--- src/rtl/store_buffer_pkg.sv ---
// Shared store-path types and constants for the store buffer.
// Optional store-to-load forwarding is enabled with STORE_BUFFER_FORWARD_EN.
package store_buffer_pkg;

    localparam logic [6:0] OPCODE_STORE = 7'b0100011;
    localparam logic [2:0] FUNC3_SB     = 3'b000;
    localparam logic [2:0] FUNC3_SH     = 3'b001;
    localparam logic [2:0] FUNC3_SW     = 3'b010;
    localparam int         STORE_ADDR_W = 32;

    typedef struct packed {
        logic [STORE_ADDR_W-1:2] word_addr;
        logic [31:0]             data;
        logic [3:0]              byte_en;
    } store_entry_t;

    typedef enum logic [1:0] {
        IDLE,
        FLUSH,
        DONE
    } drain_state_t;

endpackage

--- src/rtl/store_lane_align.sv ---
// Byte-lane steering for sb/sh/sw: produces lane enables and replicated data.
// Flags misaligned accesses and unsupported func3 encodings.
module store_lane_align
    import store_buffer_pkg::*;
(
    input  logic [2:0]  func3,
    input  logic [1:0]  offset,
    input  logic [31:0] data,
    output logic [3:0]  byte_en,
    output logic [31:0] aligned_data,
    output logic        error
);

    always_comb begin
        byte_en      = '0;
        aligned_data = '0;
        error        = 1'b0;
        unique case (1'b1)
            (func3 == FUNC3_SB): begin
                byte_en      = 4'b0001 << offset;
                aligned_data = {4{data[7:0]}};
            end
            (func3 == FUNC3_SH): begin
                if (offset[0]) begin
                    error = 1'b1;
                end else begin
                    byte_en      = 4'b0011 << offset;
                    aligned_data = {2{data[15:0]}};
                end
            end
            (func3 == FUNC3_SW): begin
                if (offset != 2'b00) begin
                    error = 1'b1;
                end else begin
                    byte_en      = 4'b1111;
                    aligned_data = data;
                end
            end
            default: error = 1'b1;
        endcase
    end

endmodule

--- src/rtl/store_buffer.sv ---
// In-order store FIFO between execute and data_memory with drain handshake.
// Define STORE_BUFFER_FORWARD_EN to add combinational store-to-load forwarding.
module store_buffer
    import store_buffer_pkg::*;
#(
    parameter int DEPTH  = 4,
    parameter int ADDR_W = 32
) (
    input  logic                         clock,
    input  logic                         reset,
    input  logic                         store_valid,
    output logic                         store_ready,
    input  logic [ADDR_W-1:0]            store_address,
    input  logic [31:0]                  store_data,
    input  logic [2:0]                   store_func3,
    output logic                         store_error,
    output logic                         memory_we,
    output logic [ADDR_W-1:0]            memory_address,
    output logic [31:0]                  memory_write_data,
    output logic [3:0]                   memory_byte_en,
    input  logic                         memory_ready,
    input  logic                         drain_request,
    output logic                         drained,
    output logic [$clog2(DEPTH+1)-1:0]   count
`ifdef STORE_BUFFER_FORWARD_EN
    ,
    input  logic [ADDR_W-1:0]            load_address,
    output logic                         load_hit,
    output logic [31:0]                  load_forward_data
`endif
);

    localparam int PW = $clog2(DEPTH);
    localparam int CW = $clog2(DEPTH+1);

    typedef struct packed {
        logic [ADDR_W-1:2] word_addr;
        logic [31:0]       data;
        logic [3:0]        byte_en;
    } entry_t;

    entry_t        fifo_q [DEPTH];
    entry_t        head;
    logic [PW-1:0] wr_ptr;
    logic [PW-1:0] rd_ptr;
    logic [CW-1:0] count_q;
    logic          err_q;
    logic [3:0]    al_be;
    logic [31:0]   al_data;
    logic          al_err;
    logic          accept;
    logic          push;
    logic          pop;
    drain_state_t  state_q;
    drain_state_t  state_d;

    store_lane_align u_align (
        .func3        (store_func3),
        .offset       (store_address[1:0]),
        .data         (store_data),
        .byte_en      (al_be),
        .aligned_data (al_data),
        .error        (al_err)
    );

    // Ready never depends on memory_ready: a full buffer stalls even while popping.
    assign store_ready = (count_q != CW'(DEPTH)) && !drain_request && !reset;
    assign accept      = store_valid && store_ready;
    assign push        = accept && !al_err;
    assign pop         = memory_we && memory_ready;

    assign head              = fifo_q[rd_ptr];
    assign memory_we         = (count_q != '0);
    assign memory_address    = memory_we ? {head.word_addr, 2'b00} : '0;
    assign memory_write_data = memory_we ? head.data : '0;
    assign memory_byte_en    = memory_we ? head.byte_en : '0;
    assign store_error       = err_q;
    assign count             = count_q;
    assign drained           = (state_q == DONE);

    always_ff @(posedge clock) begin
        if (reset) begin
            wr_ptr  <= '0;
            rd_ptr  <= '0;
            count_q <= '0;
            err_q   <= 1'b0;
            for (int i = 0; i < DEPTH; i++) begin
                fifo_q[i] <= '0;
            end
        end else begin
            err_q <= accept && al_err;
            if (push) begin
                fifo_q[wr_ptr] <= '{word_addr: store_address[ADDR_W-1:2],
                                    data:      al_data,
                                    byte_en:   al_be};
                wr_ptr <= wr_ptr + PW'(1);
            end
            if (pop) begin
                rd_ptr <= rd_ptr + PW'(1);
            end
            if (push && !pop) begin
                count_q <= count_q + CW'(1);
            end else if (pop && !push) begin
                count_q <= count_q - CW'(1);
            end
        end
    end

    always_ff @(posedge clock) begin
        if (reset) begin
            state_q <= IDLE;
        end else begin
            state_q <= state_d;
        end
    end

    always_comb begin
        state_d = state_q;
        unique case (state_q)
            IDLE: begin
                if (drain_request) state_d = FLUSH;
            end
            FLUSH: begin
                if (!drain_request) begin
                    state_d = IDLE;
                end else if (count_q == '0) begin
                    state_d = DONE;
                end
            end
            DONE: begin
                if (!drain_request) state_d = IDLE;
            end
            default: state_d = IDLE;
        endcase
    end

`ifdef STORE_BUFFER_FORWARD_EN
    logic [3:0]    fwd_mask;
    logic [PW-1:0] fwd_idx;
    logic          load_off_unused;

    assign load_off_unused = ^load_address[1:0];

    // Walk oldest to youngest so younger matching lanes overwrite older ones.
    always_comb begin
        fwd_mask          = '0;
        fwd_idx           = '0;
        load_forward_data = '0;
        for (int i = 0; i < DEPTH; i++) begin
            fwd_idx = rd_ptr + PW'(i);
            if ((CW'(i) < count_q) &&
                (fifo_q[fwd_idx].word_addr == load_address[ADDR_W-1:2])) begin
                for (int b = 0; b < 4; b++) begin
                    if (fifo_q[fwd_idx].byte_en[b]) begin
                        load_forward_data[b*8 +: 8] = fifo_q[fwd_idx].data[b*8 +: 8];
                        fwd_mask[b] = 1'b1;
                    end
                end
            end
        end
    end

    assign load_hit = (fwd_mask == 4'hF);
`endif

endmodule

--- config.mk ---
export PLATFORM = sky130hd
export DESIGN_NAME = store_buffer
export DESIGN_NICKNAME = d
export VERILOG_FILES = /design/src/rtl/store_buffer_pkg.sv /design/src/rtl/store_lane_align.sv /design/src/rtl/store_buffer.sv
export SDC_FILE = /design/constraint.sdc
export NUM_CORES = 1
export LEC_CHECK = 0
export CORE_AREA = 2 2 162 164
export CTS_BUF_LIST = sky130_fd_sc_hd__clkbuf_4 sky130_fd_sc_hd__clkbuf_8 sky130_fd_sc_hd__clkbuf_16
export DETAILED_ROUTE_END_ITERATION = 8
export DIE_AREA = 0 0 164 166
export PLACE_DENSITY = 0.74
export SYNTH_ARGS = -nofsm -noshare
export SYNTH_HDL_FRONTEND = slang
export SYNTH_SLANG_ARGS = --single-unit
--- constraint.sdc ---
create_clock -name clock -period 3.45 [get_ports clock]
set_input_delay 0.345 -clock clock [delete_from_list [all_inputs] [get_ports clock]]
set_output_delay 0.345 -clock clock [all_outputs]
set_load 0.02 [all_outputs]
# Word level (Yosys, flattened, before mapping)
# Memory sizes are Yosys's and may differ from the RTL's. A register that Yosys moved wholly into a read port is not among the register bits.
# Cells that the tools add are included.
# word_totals
ff_bits,10
ramBits,264
in_bits,72
output_inout_bits,75
mem_count,1
# memory_table
name,depth,width,rd,rd_clocked_by_memory_dff,wr,line,text
fifo_q,4,66,1,1,4,store_buffer.sv:42,entry_t fifo_q [DEPTH];
# op_classes
n_addsub,4
eq_ne,8
shift,2
mux,29
n_reduce_logical,21
# ops
operator,n
32-bit 2-to-1 mux,4
32-bit case mux with 3 select lines,1
66-bit 2-to-1 mux,1
66-bit OR reduction,1
2-bit 2-to-1 mux,7
4-bit 2-to-1 mux,3
4-bit case mux with 3 select lines,1
1-bit logical AND,8
1-bit 2-to-1 mux,8
3-bit logical NOT,2
3-bit 2-to-1 mux,2
3-bit inequality test (second input constant),2
2-bit case mux with 3 select lines,1
1-bit logical NOT,5
2-bit by 1-bit adder with 2-bit output (second input constant),2
2-bit inequality test (second input constant),2
2-bit nonzero test,2
1-bit by 2-bit left shift with 4-bit output (first input constant),1
2-bit by 2-bit left shift with 4-bit output (first input constant),1
3-bit by 1-bit adder with 3-bit output (second input constant),1
3-bit by 1-bit equality test with 1-bit output (second input constant),1
3-bit by 2-bit equality test with 1-bit output (second input constant),1
1-bit case mux with 3 select lines,1
3-bit AND reduction,1
5 further kinds,5

# Logic depth before layout (Yosys ltp)
# logic_depth
ltp_word,10
mapped_depth,12
mapped_depth_nobuf,10

# By module
# From an unflattened synthesis, not the netlist that was laid out.
# unflattened
hier_cells,922
area_unflattened_um2,12753.5
# by_module_without_submodules
mod,n_inst,cells_per_inst,area_each_um2
store_buffer,1,854,12220.5
store_lane_align,1,68,533.0

# Worst setup path after synthesis
# Ideal clock, no wire load.
# synth_timing
kind,in2reg
from,in store_func3[2]
to,"mem fifo_q[1][0] in the netlist's numbering, enable pin"
setup_time_ns,0.435
arrival_time_ns,2.990
slack_ns,0.025
cell_stages,5
n_path_buf,1
cell_sequence,clkbuf_1 -> a211oi_4 -> nor2_1 -> or4_1 -> nand2b_1
# synth_rtl
item,line,text
"start, declared",store_buffer.sv:15,"input logic [2:0] store_func3,"
"end, declared",store_buffer.sv:42,

==> impl_metrics.csv <==
group,metric,value,unit
floorplan,die_w,164,um
yosys,synth_edf_count,264,
sta,rsz0062_at_grt,"no",
sta,worstMarginPinSlew,0.857,ns
worst_setup_path,cp.arrival,2.72,ns
worst_setup_path,reg2reg_from,"count[0]$_SDFFE_PP0P_",
sta,relSlewSlack,42.8,%
grt,antenna_found_initial,0,
final_layout,diodes,0,
cts,post_cts_buffers,0,
worst_setup_path,required,3.11,ns
yosys,synth.largest_area_cell,"edfxtp_1",
routing,drtPass1Iterations,7,
job,drv_cap,0,
worst_setup_path,rr_worst_depth,9,
status,status,"completed",
worst_setup_path,cp_slowest_stage_delay,0.57,ns
floorplan,die_area,27200,um2
yosys,netlist_area,12500,um2
floorplan,start_util,48.9,%
worst_setup_path,worstPathCellList,"buf_4, mux4_2, and2_1, clkdlybuf4s50_1",
yosys,synthCells,863,
worst_setup_path,path_buf_inv,2,
min_path,min_path_cells,3,
yosys,synth_cell_types,45,
place,dp_hpwl,18100,um
routing,num_vias,7720,
routing,ant_nets,0,
final_layout,fin_util,60.1,%
cts,cts_sinks,276,
grt,grt_overflow_total,0,
cts,clk_latency,0.52,ns
yosys,ys_seq_elements,276,
cts,path_clk_slew,0.06,ns
cts,post_cts_resized,0,
place,place_congestion,0.860,
min_path,hold_start,"drain_request",
floorplan,die_y,166,um
routing,wl_per_cell,21.7,um
sta,finalClockSkew,0.0116,ns
worst_setup_path,path_class,"reg2out",
pwr,power_density,620,nW/um2
cts,hold_buffers,0,
final_layout,nNetsFinal,1074,
worst_setup_path,cp-start-kind,"flop",
yosys,yosys.area.top_type_share,63.3,%
grt,grt_max_degree,50,
cts,cts_tree,"done",
pwr,peakVddDrop,0.392,mV
worst_setup_path,slowest_stage,"dfxtp_4",
yosys,ys.flop_type,"edfxtp_1",
worst_setup_path,cp-end-kind,"primary output",
yosys,yosys_warnings,0,
sta,setup-tns-final,0,ns
yosys,yosysSeqAreaShare,65.3,%
routing,drt_wl_total,29300,um
sta,hold_viol,0,
cts,cts-buffers-inserted,27,
grt,grt_usage,22.0,%
routing,drc,0,
yosys,synth_area_leaders,"edfxtp_1 63%, mux4_2 12%, and2_1 7.1%",
pwr,p_leak,5.58,nW
floorplan,row_count,59,
floorplan,io_pins,147,
grt,grt_pass1_wl,45800,um
final_layout,final_area,15400,um2
min_path,hold_path.class,"in2reg",
sta,drv_slew,0,
cts,cts_buffer_depth,3,
worst_setup_path,critPathTopFamily,"buffers and inverters",
worst_setup_path,regToRegSetupSlack,0.90,ns
sta,setup_viol,0,
place,port_buffers,144,
final_layout,syn_to_final_growth,23.0,%
grt,grt_pass1_vias,8027,
min_path,hold_path_end,"state_q[1]$_SDFFE_PP0P_",
routing,first_iter_violations,713,
cts,htreeDepth,1,
final_layout,layout-drive-gt1-share,15.0,%
sta,fmax,326,MHz
floorplan,core,25600,um2
routing,via_per_inst,5.71,
worst_setup_path,r2r-end,"count[2]$_SDFFE_PP0P_",
yosys,synthArstFlopShare,0,%
worst_setup_path,path_max_fanout,15,
yosys,syn_area_per_cell,14.5,um2
cts,cts_root_buf,"clkbuf_16",
place,placed_area,14500,um2
sta,layout_min_cycle_time,3.06,ns
sta,fin_crit_sh,88.8,%
==> synth_stat cells (4+ instances only) <==
cell type and count:
edfxtp_1 264, and2_1 143, nor2_1 124, and3_1 78, mux4_2 66, clkbuf_1 41, a21oi_1 21, buf_2 19
dfxtp_1 12, nand2b_1 11, a22oi_1 8, a31oi_1 8, nand3b_1 8, inv_1 5, xor2_1 5, nand3_1 4
or2_2 4
==> worst max path at each step <==
stage	from	endpoint	slack, ns	cells past startpoint
finish	flop	memory_write_data[0]	0.39	4
global route	flop	memory_write_data[0]	0.27	4
CTS	flop	memory_write_data[0]	0.33	4
detailed placement	store_func3[2]	fifo_q[2][30]$_SDFFCE_PN0P_	0.28	7
global placement	store_func3[2]	fifo_q[2][30]$_SDFFCE_PN0P_	0.32	7
floorplan	store_func3[2]	fifo_q[1][0]$_SDFFCE_PN0P_	0.03	5
==> placed cells by master, fill, tap and decap left out, types with 4 or more instances in the layout <==
| master | synthesis | layout |
|---|---|---|
| inv_1 | 5 | 4 |
| or2_2 | 4 | 4 |
| clkbuf_16 | 0 | 27 |
| clkbuf_4 | 0 | 4 |
| buf_12 | 0 | 12 |
| nand3b_1 | 8 | 8 |
| a31oi_1 | 8 | 8 |
| clkdlybuf4s50_1 | 0 | 144 |
| nor2_1 | 124 | 124 |
| xor2_1 | 5 | 5 |
| buf_4 | 3 | 21 |
| a21oi_1 | 21 | 21 |
| mux4_2 | 66 | 66 |
| nand3_1 | 4 | 4 |
| dfxtp_1 | 12 | 10 |
| clkinv_2 | 0 | 4 |
| edfxtp_1 | 264 | 264 |
| clkinv_1 | 1 | 9 |
| bufinv_16 | 0 | 4 |
| and2_1 | 143 | 143 |
| nand2b_1 | 11 | 8 |
| and3_1 | 78 | 78 |
| a22oi_1 | 8 | 8 |
==> layer usage <==
metal | vias to the layer above | GRT usage [%] | part of all wire (%)
li1 | 3462 | - | -
met1 | 3883 | 28.9 | 38
met2 | 311 | 37.6 | 52
met3 | 64 | 3.15 | 6.7
met4 | 0 | 7.63 | 3.2
met5 | - | 0 | 0
==> logic make-up (layout without fill, tap and decap cells) <==
| logic type | count (synthesis) | count (layout) | synth area share [%] |
|---|---|---|---|
| adder cells (fa/ha/maj) | 2 | 2 | 0.260 |
| AND/OR/NAND/NOR | 391 | 391 | 17.2 |
| buffers and inverters | 76 | 230 | 2.65 |
| flip-flops | 276 | 276 | 65.3 |
| XOR/XNOR | 5 | 5 | 0.350 |
| other | 1 | 2 | 0.0300 |
| multiplexers | 67 | 67 | 12.0 |
| AO/OA/AOI/OAI | 45 | 45 | 2.26 |
==> cell type report <==
class                      instances  area (um2)
clock buffer                      31         706
timing repair buffer             177        1840
tap                              335         419
clock inverter                    16         170
inverter                           6        22.5
multi-input combinational        512        4060
sequential                       276        8180
fill                            1904       10200
==> power breakdown <==
group          switching (mW)  internal [mW]  total (mW)
sequential              0.119           3.82        3.94
clock                    1.17           1.75        2.92
combinational            1.38           1.30        2.68
total                    2.67           6.87        9.54
==> per-stage QoR <==
stage | worst slack (ns) | hold slack [ns] | total power, mW | std cells
finish | 0.386 | 0.421 | 9.54 | 1353
detailed placement | 0.285 | 0.449 | 6.73 | 1306
global placement | 0.323 | 0.427 | 6.70 | 1306
floorplan | 0.0255 | 0.414 | 5.50 | 864
CTS | 0.330 | 0.408 | 9.62 | 1353
global route | 0.272 | 0.436 | 9.91 | 1353
==> sequential cells by signal, indices dropped and copies added (netlist names), named ones only <==
| signal | flops |
|---|---|
| count | 3 |
| state_q | 2 |
| store_error | 1 |
| rd_ptr | 2 |
| fifo_q | 264 |
| wr_ptr | 2 |
==> worst register-to-register path, stage by stage, from the launching register on <==
cell and delay [ns]:
dfxtp_1 0.37, nor3_1 0.28, inv_2 0.32, nand2_1 0.23, ha_1 0.20, inv_1 0.06
fa_1 0.38, xor2_1 0.16, or3_1 0.31, a21oi_1 0.17
(Power assumes the default switching activity.)
